### src/rtl/mclk_pkg.sv
// Shared encodings for the main clock mux sequencer: source codes, FSM states
// and bit positions inside the mclkmux_cfg register.
package mclk_pkg;

  localparam logic [1:0] SRC_LOCAL = 2'd0;
  localparam logic [1:0] SRC_DTC   = 2'd1;
  localparam logic [1:0] SRC_ETH   = 2'd2;

  localparam int CFG_SRC_LSB = 0;
  localparam int CFG_SRC_MSB = 1;
  localparam int CFG_AUTO    = 2;
  localparam int CFG_REVERT  = 3;

  typedef enum logic [1:0] {
    RUN    = 2'd0,
    PRE    = 2'd1,
    SETTLE = 2'd2
  } state_e;

  // Request code 3 is not a real source and falls back to the local oscillator.
  function automatic logic [1:0] map_req(input logic [1:0] raw);
    return (raw == 2'd3) ? SRC_LOCAL : raw;
  endfunction

endpackage

### src/rtl/mclk_src_qual.sv
// Per-source status qualifier: 2-flop synchronisers on ok/locked plus a
// saturating counter of consecutive good cycles.
module mclk_src_qual
  import mclk_pkg::*;
#(
  parameter int QUAL_CYCLES = 1024,
  parameter int CNT_W       = 11
) (
  input  logic clk,
  input  logic rstn,
  input  logic ok_i,
  input  logic locked_i,
  output logic good_o,
  output logic qual_o
);

  logic [1:0]       ok_sync_q;
  logic [1:0]       lock_sync_q;
  logic [CNT_W-1:0] cnt_q;
  logic [CNT_W-1:0] cnt_d;

  assign good_o = ok_sync_q[1] & lock_sync_q[1];
  assign qual_o = (cnt_q == CNT_W'(QUAL_CYCLES));

  always_comb begin
    cnt_d = cnt_q;
    if (!good_o) begin
      cnt_d = '0;
    end else if (cnt_q != CNT_W'(QUAL_CYCLES)) begin
      cnt_d = cnt_q + 1'b1;
    end
  end

  always_ff @(posedge clk or negedge rstn) begin
    if (!rstn) begin
      ok_sync_q   <= '0;
      lock_sync_q <= '0;
      cnt_q       <= '0;
    end else begin
      ok_sync_q   <= {ok_sync_q[0], ok_i};
      lock_sync_q <= {lock_sync_q[0], locked_i};
      cnt_q       <= cnt_d;
    end
  end

endmodule

### src/rtl/mclk_switch_ctrl.sv
// Main clock mux sequencer: failover/revert decisions with app reset held
// around every select change. Define MCLK_SWITCH_CNT_EN to build sw_count.
module mclk_switch_ctrl
  import mclk_pkg::*;
#(
  parameter int QUAL_CYCLES = 1024,
  parameter int PRE_RST     = 16,
  parameter int POST_RST    = 256,
  parameter int CNT_W       = 11
) (
  input  logic       clk,
  input  logic       rstn,
  input  logic       dtcclk_ok,
  input  logic       dtcclk_locked,
  input  logic       ethrxclk_ok,
  input  logic       ethrxclk_locked,
  input  logic [7:0] mclkmux_cfg,
  output logic [1:0] mclkmux_clksel,
  output logic       mclkmux_app_rst,
  output logic       sw_busy,
  output logic       src_fault,
  output logic [7:0] sw_count
);

  state_e           state_q, state_d;
  logic [CNT_W-1:0] timer_q, timer_d;
  logic [1:0]       clksel_q, clksel_d;
  logic [1:0]       target_q, target_d;
  logic             src_fault_q, src_fault_d;

  logic       good1, qual1, good2, qual2;
  logic [1:0] req;
  logic       auto_en, revert_en, cur_good, req_qual, take;
  logic [3:0] unused_cfg;

  mclk_src_qual #(.QUAL_CYCLES(QUAL_CYCLES), .CNT_W(CNT_W)) u_qual_dtc (
    .clk(clk), .rstn(rstn), .ok_i(dtcclk_ok), .locked_i(dtcclk_locked),
    .good_o(good1), .qual_o(qual1)
  );

  mclk_src_qual #(.QUAL_CYCLES(QUAL_CYCLES), .CNT_W(CNT_W)) u_qual_eth (
    .clk(clk), .rstn(rstn), .ok_i(ethrxclk_ok), .locked_i(ethrxclk_locked),
    .good_o(good2), .qual_o(qual2)
  );

  assign unused_cfg = mclkmux_cfg[7:4];
  assign req        = map_req(mclkmux_cfg[CFG_SRC_MSB:CFG_SRC_LSB]);
  assign auto_en    = mclkmux_cfg[CFG_AUTO];
  assign revert_en  = mclkmux_cfg[CFG_REVERT];

  always_comb begin
    case (clksel_q)
      SRC_DTC: cur_good = good1;
      SRC_ETH: cur_good = good2;
      default: cur_good = 1'b1;
    endcase
    case (req)
      SRC_DTC: req_qual = qual1;
      SRC_ETH: req_qual = qual2;
      default: req_qual = 1'b1;
    endcase
  end

  always_comb begin
    state_d     = state_q;
    timer_d     = timer_q + 1'b1;
    clksel_d    = clksel_q;
    target_d    = target_q;
    src_fault_d = 1'b0;
    take        = 1'b0;
    case (state_q)
      RUN: begin
        timer_d = '0;
        // Failover outranks revert, so a source that qualifies just as the
        // current one dies is only considered on a later RUN cycle.
        if (auto_en && (clksel_q != SRC_LOCAL) && !cur_good) begin
          target_d = SRC_LOCAL;
          take     = 1'b1;
        end else if ((req != clksel_q) && req_qual && (!auto_en || revert_en)) begin
          target_d = req;
          take     = 1'b1;
        end else if ((req == SRC_LOCAL) && (clksel_q != SRC_LOCAL)) begin
          target_d = SRC_LOCAL;
          take     = 1'b1;
        end
        if (take) begin
          state_d = PRE;
        end else begin
          src_fault_d = (clksel_q != req) || !cur_good;
        end
      end
      PRE: begin
        if (timer_q == CNT_W'(PRE_RST - 1)) begin
          clksel_d = target_q;
          state_d  = SETTLE;
          timer_d  = '0;
        end
      end
      SETTLE: begin
        if (timer_q == CNT_W'(POST_RST - 1)) begin
          state_d = RUN;
          timer_d = '0;
        end
      end
      default: begin
        state_d = SETTLE;
        timer_d = '0;
      end
    endcase
  end

  always_ff @(posedge clk or negedge rstn) begin
    if (!rstn) begin
      state_q     <= SETTLE;
      timer_q     <= '0;
      clksel_q    <= SRC_LOCAL;
      target_q    <= SRC_LOCAL;
      src_fault_q <= 1'b0;
    end else begin
      state_q     <= state_d;
      timer_q     <= timer_d;
      clksel_q    <= clksel_d;
      target_q    <= target_d;
      src_fault_q <= src_fault_d;
    end
  end

  assign mclkmux_clksel  = clksel_q;
  assign mclkmux_app_rst = (state_q != RUN);
  assign sw_busy         = (state_q != RUN);
  assign src_fault       = src_fault_q;

`ifdef MCLK_SWITCH_CNT_EN
  logic [7:0] sw_count_q;

  always_ff @(posedge clk or negedge rstn) begin
    if (!rstn) begin
      sw_count_q <= '0;
    end else if ((state_q == PRE) && (state_d == SETTLE)) begin
      sw_count_q <= sw_count_q + 8'd1;
    end
  end

  assign sw_count = sw_count_q;
`else
  assign sw_count = '0;
`endif

endmodule

### config.mk
export PLATFORM = sky130hd
export DESIGN_NAME = mclk_switch_ctrl
export DESIGN_NICKNAME = d
export VERILOG_FILES = /design/src/rtl/mclk_pkg.sv /design/src/rtl/mclk_src_qual.sv /design/src/rtl/mclk_switch_ctrl.sv
export SDC_FILE = /design/constraint.sdc
export NUM_CORES = 1
export LEC_CHECK = 0
export CORE_MARGIN = 1.5
export CORE_UTILIZATION = 55
export CTS_CLUSTER_SIZE = 24
export DETAILED_ROUTE_END_ITERATION = 12
export PLACE_DENSITY = 0.78
export SETUP_SLACK_MARGIN = 0.3
export SYNTH_ARGS = -nofsm -noshare
export SYNTH_HDL_FRONTEND = slang
export SYNTH_SLANG_ARGS = --single-unit
### constraint.sdc
create_clock -name clk -period 2 [get_ports clk]
set_input_delay 0.4 -clock clk [delete_from_list [all_inputs] [get_ports clk]]
set_output_delay 0.4 -clock clk [all_outputs]
set_load 0.02 [all_outputs]
# Word-level counts from Yosys, hierarchy flattened
# Index checks and enable logic that the tools add are counted.
[word_totals]
register_bits = 48
latch_bits = 0
ramBits = 0
mem_bits_ro = 0
wordCells = 76
mem_count = 0
[op_classes]
add_sub_neg = 3
multipliers = 0
div = 0
order_cmp = 0
eq_ne = 20
n_shift = 0
mux = 23
bitwise = 2
n_reduce_logical = 17
[ops]
columns = ["operator", "count"]
rows = [
  ["$mux W11", 6],
  ["$add A11 B1 Y11 const B", 3],
  ["$eq A11 B11 Y1 const B", 2],
  ["$ne A11 B11 Y1 const B", 2],
  ["$pmux W11 S2", 1],
  ["$mux W2", 7],
  ["$eq A11 B4 Y1 const B", 1],
  ["$eq A11 B8 Y1 const B", 1],
  ["$eq A2 B2 Y1 const B", 4],
  ["$eq A2 B1 Y1 const B", 3],
  ["$mux W1", 6],
  ["$ne A2 B1 Y1 const B", 3],
  ["$pmux W2 S3", 1],
  ["$logic_and A1 B1 Y1", 5],
  ["$logic_not A2 Y1", 2],
  ["$ne A2 B2 Y1", 2],
  ["$ne A2 B2 Y1 const B", 2],
  ["$pmux W1 S2", 2],
  ["$reduce_and A2 Y1", 2],
  ["$reduce_bool A2 Y1", 2],
  ["$reduce_and A3 Y1", 1],
  ["$reduce_bool A3 Y1", 1],
  ["$and A1 B1 Y1", 2],
  ["$logic_not A1 Y1", 2],
  ["$logic_or A1 B1 Y1", 2],
]

# Longest topological paths before layout
[depth]
ltp_word = 11
depth_mapped = 7
mapped_depth_nobuf = 7

# Modules after synthesis
# From an unflattened synthesis, not the netlist that was laid out.
[unflattened]
hier_cells = 259
area_unflattened_um2 = 2610.0
[modules_own_cells]
columns = ["mod", "n_inst", "cells_per_inst", "area_each_um2", "seq_area_each_um2"]
rows = [
  ["mclk_switch_ctrl", 1, 125, 1227.4, 451.7],
  ["mclk_src_qual (u_qual_eth)", 1, 68, 701.9, 375.4],
  ["mclk_src_qual (u_qual_dtc)", 1, 66, 680.7, 375.4],
]

# Worst setup path before layout
# OpenSTA, ideal clock, no wires.
[synth_path]
kind = "input to register"
start = "input port mclkmux_cfg[0]"
end = "register target_q[1]"
setup_time_ns = 0.079
t_arrival_ns = 1.668
t_required_ns = 1.921
setup_slack_ns = 0.253
cell_stages = 7
path_cell_list = "inv_1 ha_1 xnor2_1 a22o_1 o221a_2 a21oi_1 mux2i_1"
[synth_between]
elab_chain_cells = 8
elab_cells_between_ends = 14
cone_classes = "eq/ne: 4; mux: 4; reduce/logical: 6"
[synth_rtl]
columns = ["element", "line_no", "source"]
rows = [
  ["start: declaration", "mclk_switch_ctrl.sv:17", "input logic [7:0] mclkmux_cfg,"],
  ["$eq A2 B2 Y1", "mclk_pkg.sv:22", "return (raw == 2'd3) ? SRC_LOCAL : raw;"],
  ["$mux W2 (*)", "mclk_pkg.sv:22", ""],
  ["$eq A2 B2 Y1 or $eq A2 B1 Y1 (tied branches)", "mclk_switch_ctrl.sv:57", "case (req)"],
  ["$pmux W1 S2", "mclk_switch_ctrl.sv:57", ""],
  ["$logic_and A1 B1 Y1 (2 in series)", "mclk_switch_ctrl.sv:79", "end else if ((req != clksel_q) && req_qual && (!auto_en || revert_en)) begin"],
  ["$reduce_bool A3 Y1 (no source line) or $mux W2 (tied branches)", "-", ""],
  ["$reduce_and A2 Y1 (no source line) or $mux W2 (tied branches)", "-", ""],
  ["end signal: assignment", "mclk_switch_ctrl.sv:123", "target_q <= target_d;"],
  ["end: declaration", "mclk_switch_ctrl.sv:28", "logic [1:0] target_q, target_d;"],
]
# Mark *: on every way between the ends. The rest lies on a longest branch, timed or not.
# A chain may end at the register's enable or synchronous reset.

# Final worst setup path
[layout_path]
start = "register u_qual_eth.cnt_q[2]"
end = "register target_q[1]"
[layout_between]
elab_chain_cells = 6
elab_cells_between_ends = 8
cone_classes = "eq/ne: 1; mux: 3; reduce/logical: 4"
[layout_rtl]
columns = ["element", "line_no", "source"]
rows = [
  ["start: declaration", "mclk_src_qual.sv:19", "logic [CNT_W-1:0] cnt_q;"],
  ["start signal: assignment", "mclk_src_qual.sv:42", "cnt_q <= cnt_d;"],
  ["$eq A11 B11 Y1 (*)", "mclk_src_qual.sv:23", "assign qual_o = (cnt_q == CNT_W'(QUAL_CYCLES));"],
  ["$pmux W1 S2 (*)", "mclk_switch_ctrl.sv:57", ""],
  ["$logic_and A1 B1 Y1 (*) (2 in series)", "mclk_switch_ctrl.sv:79", ""],
  ["$reduce_bool A3 Y1 (no source line) or $mux W2 (tied branches)", "-", ""],
  ["$reduce_and A2 Y1 (no source line) or $mux W2 (tied branches)", "-", ""],
]
# Marked as above.

==> impl_metrics.tcl <==
set metrics [dict create \
    status "finished clean" \
    initial_core_util_pct 57.0 \
    max-slew-margin-rel_pct 66.2 \
    drtPass1Iterations 4 \
    max_freq_mhz 573 \
    portBuffers 14 \
    synth_compound_area_share_pct 6.70 \
    clock_path_buffers 2 \
    viasPerCell 5.31 \
    drv_cap 0 \
    drt_wl_total_mm 4.76 \
    synth_cells 246 \
    setup_viol 0 \
    async_flop_share_pct 100 \
    rsz0062_at_grt "true" \
    grtUsageMet3_pct 4.47 \
    crit_required_ns 2.23 \
    clkSlewWorstSetupHoldPaths_ns 0.10 \
    place_ws_ns -0.342 \
    grt.overflow.total 0 \
    ys.flop_type "dfrtp_1" \
    cts_buffers 5 \
    avgSynthCellArea_um2 10.0 \
    grtUsageTotal_pct 18.8 \
    synth_edf_count 0 \
    timing.final.crit_share_pct 87.2 \
    synthMuxAreaShare_pct 1.27 \
    critPathKind "register to register" \
    skew_ns 0.00937 \
    wl_per_cell_um 14.0 \
    ctsRootBufferMaster "clkbuf_8" \
    worstMarginPinSlew_ns 0.507 \
    cts_max_level 2 \
    grt_pass1_wl_mm 7.34 \
    p_leak_nw 1.37 \
    crit_path_start_kind "register" \
    synthTopCellsByArea "dfrtp_1 (48%), ha_1 (7.1%), nor2_1 (6.1%)" \
    worst_setup_path_end_kind "register" \
    crit_family "compound AO/OA/AOI/OAI gates" \
    drc_errors 0 \
    die_w_um 70.0 \
    final_antenna_net_count 0 \
    hold_path.class "input port to async pin" \
    dpl.hpwl_mm 3.02 \
    drive_above_1_share_pct 23.3 \
    synth_top_family_by_area "simple AND/OR/NAND/NOR gates" \
    synth_xor_area_share_pct 10.7 \
    slowest_stage "dfrtp_1" \
    ys_seq_area_share_pct 48.8 \
    cp_cell_sequence "nor4_4 -> nand4_1 -> a211o_1 -> a21oi_2 -> mux2i_1" \
    hold_buffers 0 \
    nets 315 \
    num_rows 24 \
    synth_fa_ha_area_share_pct 7.10 \
    via_count 1805 \
    peakVddDrop_uv 425 \
    grtUsageMet2_pct 28.8 \
    yosys_warnings 0 \
    powerDensity_mw_per_mm2 566 \
    cts.sink_count 48 \
    place_congestion 0.787 \
    area_delta_synth_final_pct 23.4 \
    num_io_pins 27 \
    fin_ws_ns 0.255 \
    crit_arrival_ns 1.97 \
    fin_crit_ns 1.74 \
    grt_max_degree 29 \
    final_cell_mix "dfrtp_1 (43), nor2_1 (39), buf_4 (20), nand2_1 (17)" \
    ys_types 41 \
    diodes 0 \
    nFillCells 313 \
    coreArea_mm2 0.00432 \
    worstSkewPairLatency_ns 0.31 \
    die_y_um 70.0 \
    fin_area_mm2 0.00304 \
    crit_buf_inv 0 \
    antenna_found_initial 0 \
    cts_tree "built" \
    synth.top_cell.area_share_pct 47.7 \
    synth.cell_area_mm2 0.00247 \
    grt_pass1_vias 1614 \
    final_core_util_pct 70.4 \
    synth.ff_latch_count 48 \
    grtUsageMet1_pct 26.3 \
    tns_ns 0 \
    synth.largest_area_cell "dfrtp_1" \
    place_area_mm2 0.00269 \
    busiest_layer "met2" \
    finalHoldViolCount 0 \
    drv_slew 0 \
    synthSimpleGateAreaFrac_pct 20.0 \
    drt-initial-drc-count 154 \
    final_common_cell "dfrtp_1" \
    cp_max_fo 4 \
    slowest_delay_ns 0.42 \
    die-area_mm2 0.00489 \
]
-- worst register-to-register path, delay by kind of cell (launching register included) --
family / cells / cell delay [ns]
DFF: 1 / 0.42
and+or+nand+nor: 2 / 0.49
muxes: 1 / 0.22
AOI/OAI and AO/OA: 2 / 0.55
-- final cells by class --
class	instances	area, µm²	area share (%)
Inverter	15	58.8	1.93
Tap cell	52	65.1	2.14
Clock inverter	3	23.8	0.781
Sequential cell	48	1210	39.7
Timing Repair Buffer	38	329	10.8
Multi-Input combinational cell	179	1290	42.4
Clock buffer	5	68.8	2.26
-- report_power, final --
| part | total (mW) | switching (mW) | leakage [nW] | internal [mW] |
|---|---|---|---|---|
| sequential | 0.998 | 0.0114 | 0.622 | 0.987 |
| combinational | 0.124 | 0.0736 | 0.704 | 0.0503 |
| clock | 0.600 | 0.352 | 0.0404 | 0.248 |
| total | 1.72 | 0.437 | 1.37 | 1.28 |
-- synthesized netlist by cell type, drive strengths merged (2+ instances only) --
master  count
nor3        6
nand2      19
inv        15
nand3      17
xor2       15
nor4        2
buf         9
mux2i       2
nor2       40
xnor2      15
a21oi       5
clkbuf      2
dfrtp      47
ha         14
nand2b      2
o21ai       4
nor2b       2
and3        8
nand4       4
-- state kept, by name, indices dropped and copies added (netlist names) --
register	cells
timer_q	11
u_qual_dtc.cnt_q	11
u_qual_eth.cnt_q	11
mclkmux_clksel	2
state_q	2
target_q	2
u_qual_dtc.lock_sync_q	2
u_qual_dtc.ok_sync_q	2
u_qual_eth.lock_sync_q	2
u_qual_eth.ok_sync_q	2
src_fault	1
-- path summary, 6_finish.rpt --
| check | from | endpoint | slack (ns) | depth (start not counted) |
|---|---|---|---|---|
| hold / removal | rstn | u_qual_dtc.cnt_q[7] | 0.04 | 1 |
| hold reg to reg | u_qual_eth.ok_sync_q[0] | u_qual_eth.ok_sync_q[1] | 0.35 | 0 |
| min in group clk | u_qual_eth.ok_sync_q[0] | u_qual_eth.ok_sync_q[1] | 0.35 | 0 |
| setup / recovery | u_qual_eth.cnt_q[2] | target_q[1] | 0.26 | 5 |
| setup reg to reg | u_qual_eth.cnt_q[2] | target_q[1] | 0.26 | 5 |
| max in group asynchronous | rstn | u_qual_eth.cnt_q[9] | 1.44 | 2 |
-- per-layer routing --
metal | wire [µm] | vias up
met2 | 2230 | 48
li1 | - | 885
met3 | 214 | 12
met1 | 2210 | 860
met4 | 106 | 0
met5 | 0 | -
-- stage by stage --
| step | power [mW] | std cells | hold WS [ns] |
|---|---|---|---|
| after detailed placement | 1.13 | 315 | 0.336 |
| after global routing | 1.80 | 340 | 0.0740 |
| after global placement | 1.13 | 315 | 0.333 |
| after CTS | 1.72 | 333 | 0.0609 |
| final | 1.72 | 340 | 0.0404 |
| after floorplan | 1.08 | 253 | 0.104 |
-- logic make-up after synthesis --
family                     count (synthesis)
and+or+nand+nor                          104
DFF                                       48
xor gates and xnor gates                  30
buffers and inverters                     26
AOI/OAI and AO/OA                         20
adders and majority gates                 14
muxes                                      3
other                                      1
-- what timing repair did --
item,in CTS,in global routing
cloned,0,0
pin swaps,7,16
resized for setup,22,30
endpoints found under the setup margin,18,21
setup buffers,10,7
No activity file was read; power rests on OpenSTA's default activity.
